## src/rtl/fiber_frame_deframer_if.sv

```systemverilog
// Lane-side bundle for the fiber frame deframer.
// Optional checksum build: FIBER_DEFRAME_CSUM_EN.
interface fiber_frame_deframer_if #(
  parameter int CNT_W = 16
);
  logic             lock;
  logic [15:0]      din;
  logic [15:0]      dout;
  logic             dout_valid;
  logic             dout_sof;
  logic             dout_eof;
  logic             frame_ok;
  logic             frame_err;
  logic             in_sync;
  logic [CNT_W-1:0] frame_cnt;
  logic [CNT_W-1:0] err_cnt;

  modport master (
    output lock, din,
    input  dout, dout_valid, dout_sof, dout_eof,
    input  frame_ok, frame_err, in_sync,
    input  frame_cnt, err_cnt
  );

  modport slave (
    input  lock, din,
    output dout, dout_valid, dout_sof, dout_eof,
    output frame_ok, frame_err, in_sync,
    output frame_cnt, err_cnt
  );
endinterface

```

## src/rtl/fiber_frame_deframer.sv

```systemverilog
// Per-lane frame extractor: header hunt, payload out, good/bad counts.
// Define FIBER_DEFRAME_CSUM_EN to append and check a 16-bit sum word.
module fiber_frame_deframer #(
  parameter int          FRAME_LEN = 30,
  parameter logic [15:0] HDR_WORD  = 16'hAAAA,
  parameter int          CNT_W     = 16
) (
  input logic                  clk,
  input logic                  rst,
  fiber_frame_deframer_if.slave bus
);
  localparam int IW = $clog2(FRAME_LEN + 1);

  typedef enum logic [1:0] {
    IDLE,
    HUNT,
    PAYLOAD
`ifdef FIBER_DEFRAME_CSUM_EN
    , CHECK
`endif
  } state_t;

  state_t           state, next;
  logic [IW-1:0]    idx;
  logic [15:0]      dout;
  logic             dout_valid;
  logic             dout_sof;
  logic             dout_eof;
  logic             frame_ok;
  logic             in_sync;
  logic [CNT_W-1:0] frame_cnt;
  logic             is_hdr;
  logic             last;

  assign is_hdr = (bus.din == HDR_WORD);
  assign last   = (idx == IW'(FRAME_LEN - 1));

  // State register
  always_ff @(posedge clk) begin
    if (!rst) state <= IDLE;
    else      state <= next;
  end

  // Next-state decode; loss of lock wins
  always_comb begin
    next = state;
    unique case (state)
      IDLE:    if (bus.lock) next = HUNT;
      HUNT:    if (is_hdr) next = PAYLOAD;
`ifdef FIBER_DEFRAME_CSUM_EN
      PAYLOAD: if (last) next = CHECK;
      CHECK:   next = HUNT;
`else
      PAYLOAD: if (last) next = HUNT;
`endif
      default: next = IDLE;
    endcase
    if (!bus.lock) next = IDLE;
  end

`ifdef FIBER_DEFRAME_CSUM_EN
  logic [15:0]      acc;
  logic             frame_err;
  logic [CNT_W-1:0] err_cnt;
  logic             sum_good;

  assign sum_good = (bus.din == acc);
`endif

  // Payload path, result strobes and counters
  always_ff @(posedge clk) begin
    if (!rst) begin
      dout       <= '0;
      dout_valid <= 1'b0;
      dout_sof   <= 1'b0;
      dout_eof   <= 1'b0;
      frame_ok   <= 1'b0;
      in_sync    <= 1'b0;
      frame_cnt  <= '0;
      idx        <= '0;
`ifdef FIBER_DEFRAME_CSUM_EN
      acc        <= '0;
      frame_err  <= 1'b0;
      err_cnt    <= '0;
`endif
    end else begin
      dout_valid <= 1'b0;
      dout_sof   <= 1'b0;
      dout_eof   <= 1'b0;
      frame_ok   <= 1'b0;
`ifdef FIBER_DEFRAME_CSUM_EN
      frame_err  <= 1'b0;
`endif
      if (!bus.lock) begin
        in_sync <= 1'b0;
      end else begin
        unique case (state)
          HUNT: begin
            if (is_hdr) begin
              idx <= '0;
`ifdef FIBER_DEFRAME_CSUM_EN
              acc <= '0;
`endif
            end
          end
          PAYLOAD: begin
            dout       <= bus.din;
            dout_valid <= 1'b1;
            dout_sof   <= (idx == '0);
            dout_eof   <= last;
            idx        <= idx + IW'(1);
`ifdef FIBER_DEFRAME_CSUM_EN
            acc        <= acc + bus.din;
`else
            if (last) begin
              frame_ok <= 1'b1;
              in_sync  <= 1'b1;
              if (frame_cnt != '1)
                frame_cnt <= frame_cnt + CNT_W'(1);
            end
`endif
          end
`ifdef FIBER_DEFRAME_CSUM_EN
          CHECK: begin
            if (sum_good) begin
              frame_ok <= 1'b1;
              in_sync  <= 1'b1;
              if (frame_cnt != '1)
                frame_cnt <= frame_cnt + CNT_W'(1);
            end else begin
              frame_err <= 1'b1;
              in_sync   <= 1'b0;
              if (err_cnt != '1)
                err_cnt <= err_cnt + CNT_W'(1);
            end
          end
`endif
          default: ;
        endcase
      end
    end
  end

  assign bus.dout       = dout;
  assign bus.dout_valid = dout_valid;
  assign bus.dout_sof   = dout_sof;
  assign bus.dout_eof   = dout_eof;
  assign bus.frame_ok   = frame_ok;
  assign bus.in_sync    = in_sync;
  assign bus.frame_cnt  = frame_cnt;
`ifdef FIBER_DEFRAME_CSUM_EN
  assign bus.frame_err  = frame_err;
  assign bus.err_cnt    = err_cnt;
`else
  assign bus.frame_err  = 1'b0;
  assign bus.err_cnt    = '0;
`endif
endmodule

```

## src/flat_wrapper.sv

```systemverilog
// flat-port wrapper written by rule: the top's interface ports become plain ports
module fiber_frame_deframer_flat 
#(
  parameter int          FRAME_LEN = 30,
  parameter logic [15:0] HDR_WORD  = 16'hAAAA,
  parameter int          CNT_W     = 16
)
  (clk, rst, bus_lock, bus_din, bus_dout, bus_dout_valid, bus_dout_sof, bus_dout_eof, bus_frame_ok, bus_frame_err, bus_in_sync, bus_frame_cnt, bus_err_cnt);
  fiber_frame_deframer_if #(.CNT_W(CNT_W)) bus_i ();
  input logic clk;
  input logic rst;
  input wire logic [$bits(bus_i.lock)-1:0] bus_lock;
  input wire logic [$bits(bus_i.din)-1:0] bus_din;
  output wire logic [$bits(bus_i.dout)-1:0] bus_dout;
  output wire logic [$bits(bus_i.dout_valid)-1:0] bus_dout_valid;
  output wire logic [$bits(bus_i.dout_sof)-1:0] bus_dout_sof;
  output wire logic [$bits(bus_i.dout_eof)-1:0] bus_dout_eof;
  output wire logic [$bits(bus_i.frame_ok)-1:0] bus_frame_ok;
  output wire logic [$bits(bus_i.frame_err)-1:0] bus_frame_err;
  output wire logic [$bits(bus_i.in_sync)-1:0] bus_in_sync;
  output wire logic [$bits(bus_i.frame_cnt)-1:0] bus_frame_cnt;
  output wire logic [$bits(bus_i.err_cnt)-1:0] bus_err_cnt;
  assign bus_i.lock = bus_lock;
  assign bus_i.din = bus_din;
  assign bus_dout = bus_i.dout;
  assign bus_dout_valid = bus_i.dout_valid;
  assign bus_dout_sof = bus_i.dout_sof;
  assign bus_dout_eof = bus_i.dout_eof;
  assign bus_frame_ok = bus_i.frame_ok;
  assign bus_frame_err = bus_i.frame_err;
  assign bus_in_sync = bus_i.in_sync;
  assign bus_frame_cnt = bus_i.frame_cnt;
  assign bus_err_cnt = bus_i.err_cnt;
  fiber_frame_deframer #(.FRAME_LEN(FRAME_LEN), .HDR_WORD(HDR_WORD), .CNT_W(CNT_W)) u_core (.clk(clk), .rst(rst), .bus(bus_i));
endmodule
```

## config.mk

```make
export PLATFORM = sky130hd
export DESIGN_NAME = fiber_frame_deframer_flat
export DESIGN_NICKNAME = d
export VERILOG_FILES = /design/src/rtl/fiber_frame_deframer_if.sv /design/src/rtl/fiber_frame_deframer.sv /design/src/flat_wrapper.sv
export SDC_FILE = /design/constraint.sdc
export NUM_CORES = 1
export LEC_CHECK = 0
export CAP_MARGIN = 20
export CORE_AREA = 3 3 70 86
export DETAILED_ROUTE_END_ITERATION = 7
export DIE_AREA = 0 0 73 89
export MAX_ROUTING_LAYER = met4
export PLACE_DENSITY = 0.72
export REMOVE_ABC_BUFFERS = 1
export SYNTH_ARGS = -nofsm -noshare
export SYNTH_HDL_FRONTEND = slang
export SYNTH_SLANG_ARGS = --single-unit
```

## constraint.sdc

```tcl
create_clock -name clk -period 2.03 [get_ports clk]
set_input_delay 0.406 -clock clk [delete_from_list [all_inputs] [get_ports clk]]
set_output_delay 0.406 -clock clk [all_outputs]
set_load 0.01 [all_outputs]
```

==> results of run 1 <==
==> metal layers <==
layer,vias up,part of all wire [%],wire length (um),track usage (%)
li1,1034,-,-,-
met1,952,43,2280,21.3
met2,54,51,2690,28.6
met3,6,4.9,260,3.82
met4,0,1.2,63,5.03
met5,-,0,0,-
==> metrics by stage <==
| step | utilization [%] | cells |
|---|---|---|
| after CTS | 55.0 | 391 |
| after floorplan | - | 246 |
| final | 55.1 | 391 |
| after detailed placement | 53.1 | 383 |
| after global placement | 53.1 | 383 |
| after global routing | 55.1 | 391 |
==> area by class of cell <==
class / instances / area [sq um] / share of cell area [%]
well taps: 62 / 77.6 / 2.68
inverters: 6 / 22.5 / 0.777
flip-flops and latches: 43 / 861 / 29.7
clock buffers: 5 / 68.8 / 2.37
multi-input cells: 197 / 1140 / 39.4
clock inverters: 3 / 25.0 / 0.864
repair buffers: 75 / 701 / 24.2
==> power by group through the flow <==
stage               Sequential [W]  Clock [W]  Combinational [W]
floorplan                 0.000865          0          0.0000312
global placement          0.000865          0          0.0000894
detailed placement        0.000865          0          0.0000896
CTS                       0.000845   0.000587          0.0000899
global route              0.000846   0.000614          0.0000993
finish                    0.000845   0.000567          0.0000905
==> worst register-to-register path: cells and delay by family, from the launching register on <==
kind                       cells  cell delay, ps
adders and majority gates      1             190
DFF                            1             340
AOI/OAI and AO/OA              1             150
buffers and inverters          1              90
and+or+nand+nor                3            1020
==> sequential cells by signal, summed over array words and instances (netlist names) <==
signal / cells
u_core.bus.dout_sof: 1
u_core.idx: 5
u_core.bus.frame_ok: 1
u_core.bus.dout: 16
u_core.bus.frame_cnt: 16
u_core.bus.dout_valid: 1
u_core.state: 2
u_core.bus.in_sync: 1
==> repair_timing <==
item | in CTS | in global routing
hold buffers | 0 | 0
endpoints found under the hold margin | 0 | 0
endpoints found under the setup margin | 1 | 4
gates resized for setup | 1 | 3
pin swaps | 0 | 2
==> placed cells by master (no fill, tap or decap), drive strengths merged, types with 5 or more instances in the layout <==
master and n:
o21ai 5, inv 6, nand2b 6, nand2 54, mux2i 7, clkbuf 5, nand4 10, nor4 5
nand3 5, conb 17, dfxtp 43, or4 5, clkdlybuf4s50 55, a21oi 29, nor2 8, buf 20
==> how the worst max path moves through the flow <==
stage | slack, ps | to | start | cells after the start
after floorplan | 40 | u_core.bus.frame_cnt[10]$_SDFFE_PN0P_ | u_core.state[1]$_SDFFE_PP0P_ | 4
after global placement | -300 | u_core.bus.frame_cnt[9]$_SDFFE_PN0P_ | bus_lock | 5
after detailed placement | -310 | u_core.bus.frame_cnt[9]$_SDFFE_PN0P_ | bus_lock | 5
after CTS | 20 | u_core.bus.frame_cnt[10]$_SDFFE_PN0P_ | bus_lock | 6
after global routing | 1 | u_core.bus.frame_cnt[8]$_SDFFE_PN0P_ | bus_lock | 6
final | 80 | u_core.bus.frame_cnt[9]$_SDFFE_PN0P_ | bus_lock | 5
==> kinds of logic (layout without fill, tap and decap cells) <==
kind of cell	count (synthesis)	after routing	share of synthesized area (%)
DFF	43	43	40.2
adders and majority gates	4	4	2.34
buffers and inverters	36	89	9.75
muxes	8	8	3.80
other	1	17	0.175
and+or+nand+nor	112	112	27.7
AOI/OAI and AO/OA	56	56	16.1
==> results.toml, run 1 <==
[placement]
gp_congestion = 0.760
io_buffers = 55
hpwl_um = 3990
pre_cts_slack_ps = -310
placed_cell_area_sq_mm = 0.00279

[pwr]
pwr-share-clk_pct = 37.7
p_int_w = 0.00113
power_switching_w = 0.000370
leakage_nw = 1.01
ir_drop_uv = 455
p_comb_share_pct = 6.0
power_w = 0.00150
pwr-share-seq_pct = 56.3
p_sw_share_pct = 24.6
p_per_area_mw_per_mm2 = 519

[sta]
holdWs_ps = 457
worst_pin_slew_ps = 524
setup_slack_ps = 75.8
hold_viol = 0
setup_viol = 0
fin_crit_sh_pct = 96.3
rsz0062_at_grt = "false"
fin_worst_skew_ps = 7.55
slew_headroom_pct = 65.0
period_minus_slack_ps = 1950
final.setup.tns_ps = 0
max_freq_ghz = 0.512
final-max-slew-violation-count = 0

[finish]
diodes = 0
nets = 351
syn_to_final_growth_pct = 35.3
stdcell_area_sq_mm = 0.00290
drive_gt1_share_pct = 10.9
fillCellCount = 499

[floorplanning]
coreArea_sq_mm = 0.00526
fp.dieH_um = 89
pin_count = 73
die_w_um = 73
initial_core_util_pct = 40.7
die-area_sq_mm = 0.00650
num_rows = 29

[logic_synthesis]
yosysWarnings = 0
synthFlopType = "dfxtp_1"
yosysMostFrequentCell = "nand2_1"
avgSynthCellArea_sq_um = 8.24
synth-seq-cells = 43
synth.distinct_cells = 44
synth_edf_count = 0
synth_area_leader_cell = "dfxtp_1"
synth_top_area_share_pct = 40.2
synth_seq_area_share_pct = 40.2
syn_inst = 260
async_flop_share_pct = 0
synth_common_cells = "nand2_1, dfxtp_1, a21oi_1"
syn_area_sq_mm = 0.00214
synthTopCellsByArea = "dfxtp_1, nand2_1, a21oi_1"

[flow_run]
cap_violations = 0

[worst_setup_path]
path_class = "input port to flop"
worst-r2r-cell-count = 6
cpPeakStageDelay_ps = 580
end_kind = "flop"
worstPathArrival_ps = 2190
cp_data_required_time_ps = 2260
rr_startpoint = "u_core.idx[1]$_SDFFE_PN0P_"
r2r-end = "u_core.bus.frame_cnt[14]$_SDFFE_PN0P_"
path_buf_inv = 1
start_kind = "input port"
cpMaxStageDelayCell = "or4_4"
crit_chain = "clkdlybuf4s50_1 > nand3b_4 > or4_4 > or4_1 > a21oi_1"
rrSetupSlack_ps = 170
crit_fanout = 7
cpLargestDelayFamily = "simple AND/OR/NAND/NOR gates"

[cts]
max-clock-path-buffers = 2
clockRootBuffer = "clkbuf_8"
clk_pin_slew_ps = 80
clkLatencyLatePin_ps = 310
h-tree-depth = 2
cts_tree = "yes"
cts_setup_buffers = 0
cts_made_buffers = 5
cts.sink_count = 43

[grt]
overflow = 0
grt_usage_pct = 17.4
grt_pass1_wl_um = 8680
grt_max_degree = 29
antenna_found_initial = 0
grt_pass1_vias = 1867

[route]
drtAntennaViolNets = 0
initialDrtViolationCount = 133
vias_per_cell = 5.23
drt_wl_total_um = 5290
drc = 0
first_pass_iters = 4
route.detailed.wl_per_inst_um = 13.5
route.vias.total = 2046

[status]
outcome = "complete, no violations"

[worst_hold_path]
hold_end = "u_core.bus.dout[2]$_SDFFE_PN0P_"
hold_path.class = "flop to flop"
hold_path_startpoint = "u_core.bus.dout[2]$_SDFFE_PN0P_"
hold_depth = 2
No activity file was read; power rests on OpenSTA's default activity.
==> inputs of run 2 (changes only) <==
--- a/config.mk
+++ b/config.mk
@@ -10,7 +10,7 @@
 export DETAILED_ROUTE_END_ITERATION = 7
 export DIE_AREA = 0 0 73 89
 export MAX_ROUTING_LAYER = met4
-export PLACE_DENSITY = 0.72
+export PLACE_DENSITY = 0.75
 export REMOVE_ABC_BUFFERS = 1
 export SYNTH_ARGS = -nofsm -noshare
 export SYNTH_HDL_FRONTEND = slang
==> constraint.sdc (replaced) <==
create_clock -name clk -period 2.03 [get_ports clk]
set_input_delay 0.406 -clock clk [delete_from_list [all_inputs] [get_ports clk]]
set_output_delay 0.406 -clock clk [all_outputs]
set_load 0.005 [all_outputs]
==> results.toml, run 2 (synthesis gave the netlist of run 1 again) <==
[status]
outcome = "complete, no violations"

[pwr]
ir_drop_uv = 519
p_per_area_mw_per_mm2 = 516
leakage_nw = 1.05

[finish]
nets = 354
syn_to_final_growth_pct = 37.6
layout_common_cells = "nand2_1, clkdlybuf4s50_1, dfxtp_1"
final_util_pct = 56.0
top_regs = "u_core.bus.dout (16), u_core.bus.frame_cnt (16), u_core.idx (5)"
fillCellCount = 494
diodes = 0
drive_gt1_share_pct = 12.7

[grt]
grt_usage_pct = 17.4
antenna_found_initial = 0
grt_max_degree = 22
overflow = 0
grt_pass1_vias = 1911
grt_pass1_wl_um = 8700

[worst_setup_path]
cp_data_required_time_ps = 2260
cpPeakStageDelay_ps = 600
start_kind = "flop"
crit_fanout = 7
path_class = "flop to flop"
worstPathArrival_ps = 2150
end_kind = "flop"
crit_chain = "inv_2 > ha_4 > nand4_2 > or4_4 > or4_1 > a21oi_2"
cpMaxStageDelayCell = "or4_4"
rrSetupSlack_ps = 100
worst-r2r-cell-count = 6

[cts]
cts_tree = "yes"
h-tree-depth = 2
clockRootBuffer = "clkbuf_8"
cts_setup_buffers = 0
clk_pin_slew_ps = 80
clkLatencyLatePin_ps = 290
cts.sink_count = 43
cts_hold_buf = 0
cts_made_buffers = 5
max-clock-path-buffers = 2

[floorplanning]
coreArea_sq_mm = 0.00526
die_w_um = 73
pin_count = 73
initial_core_util_pct = 40.7
die-area_sq_mm = 0.00650
num_rows = 29
fp.dieH_um = 89

[worst_hold_path]
hold_depth = 2
hold_path.class = "flop to flop"

[sta]
final.setup.tns_ps = 0
setup_viol = 0
hold_viol = 0
fin_worst_skew_ps = 5.54
period_minus_slack_ps = 1930
setup_slack_ps = 103
max_freq_ghz = 0.519
holdWs_ps = 454
fin_crit_sh_pct = 94.9
final-max-slew-violation-count = 0
rsz0062_at_grt = "false"

[route]
drc = 0
route.detailed.wl_per_inst_um = 13.9
vias_per_cell = 5.24
initialDrtViolationCount = 156
first_pass_iters = 4
drtAntennaViolNets = 0
drt_wl_total_um = 5480
route.vias.total = 2066

[placement]
gp_congestion = 0.781
hpwl_um = 4120
pre_cts_slack_ps = -366
io_buffers = 55

[flow_run]
cap_violations = 0
-- run 2: cell types whose count changed in the layout (fill, tap and decap cells not counted), sizes merged --
cell	change
buf	+3
clkbuf	+3
clkinv	-2
clkdlybuf4s50	-1
clkinvlp	-1
dlymetal6s2s	+1
-- run 2: cell type report --
| class | instances | area, sq um | share of cell area (%) |
|---|---|---|---|
| multi-input combinational | 197 | 1160 | 39.3 |
| inverter | 6 | 22.5 | 0.764 |
| clock buffer | 8 | 100 | 3.40 |
| timing repair buffer | 78 | 726 | 24.6 |
| tap | 62 | 77.6 | 2.63 |
| sequential | 43 | 862 | 29.3 |
-- run 2: critical path, delay by kind of cell, from the launching register on --
kind                       cells  cell delay, ps
buffers and inverters          1              80
and+or+nand+nor                3            1150
DFF                            1             340
adders and majority gates      1             140
AOI/OAI and AO/OA              1             150
-- run 2: final timing paths --
check                                   start                                   end
min reg2reg  u_core.bus.dout[10]$_SDFFE_PN0P_      u_core.bus.dout[10]$_SDFFE_PN0P_
min          u_core.bus.dout[10]$_SDFFE_PN0P_      u_core.bus.dout[10]$_SDFFE_PN0P_
max                u_core.idx[1]$_SDFFE_PN0P_  u_core.bus.frame_cnt[9]$_SDFFE_PN0P_
max reg2reg        u_core.idx[1]$_SDFFE_PN0P_  u_core.bus.frame_cnt[9]$_SDFFE_PN0P_
-- run 2: what timing repair did --
action	4_1_cts	5_1_grt
endpoints found under the setup margin	3	6
gates resized for setup	2	7
pin swaps	0	1
-- run 2: layer usage --
metal | up-vias | global-route usage (%) | part of all wire, %
li1 | 1041 | - | -
met1 | 972 | 20.2 | 42
met2 | 46 | 29.9 | 53
met3 | 7 | 3.26 | 3.6
met4 | 0 | 6.21 | 1.9
met5 | - | - | 0
-- run 2: through the flow --
stage / total power (W) / area, sq um / instances
finish: 0.00152 / 2950 / 394
global route: 0.00158 / 2950 / 394
CTS: 0.00153 / 2930 / 394
detailed placement: 0.000948 / 2820 / 386
global placement: 0.000947 / 2820 / 386
floorplan: 0.000889 / 2020 / 246
-- run 2: power by group --
part | total (W) | internal [W] | switching (W) | leakage, nW
Clock | 0.000592 | 0.000311 | 0.000281 | 0.0515
Sequential | 0.000845 | 0.000844 | 0.00000191 | 0.347
Combinational | 0.0000845 | 0.0000435 | 0.0000410 | 0.647
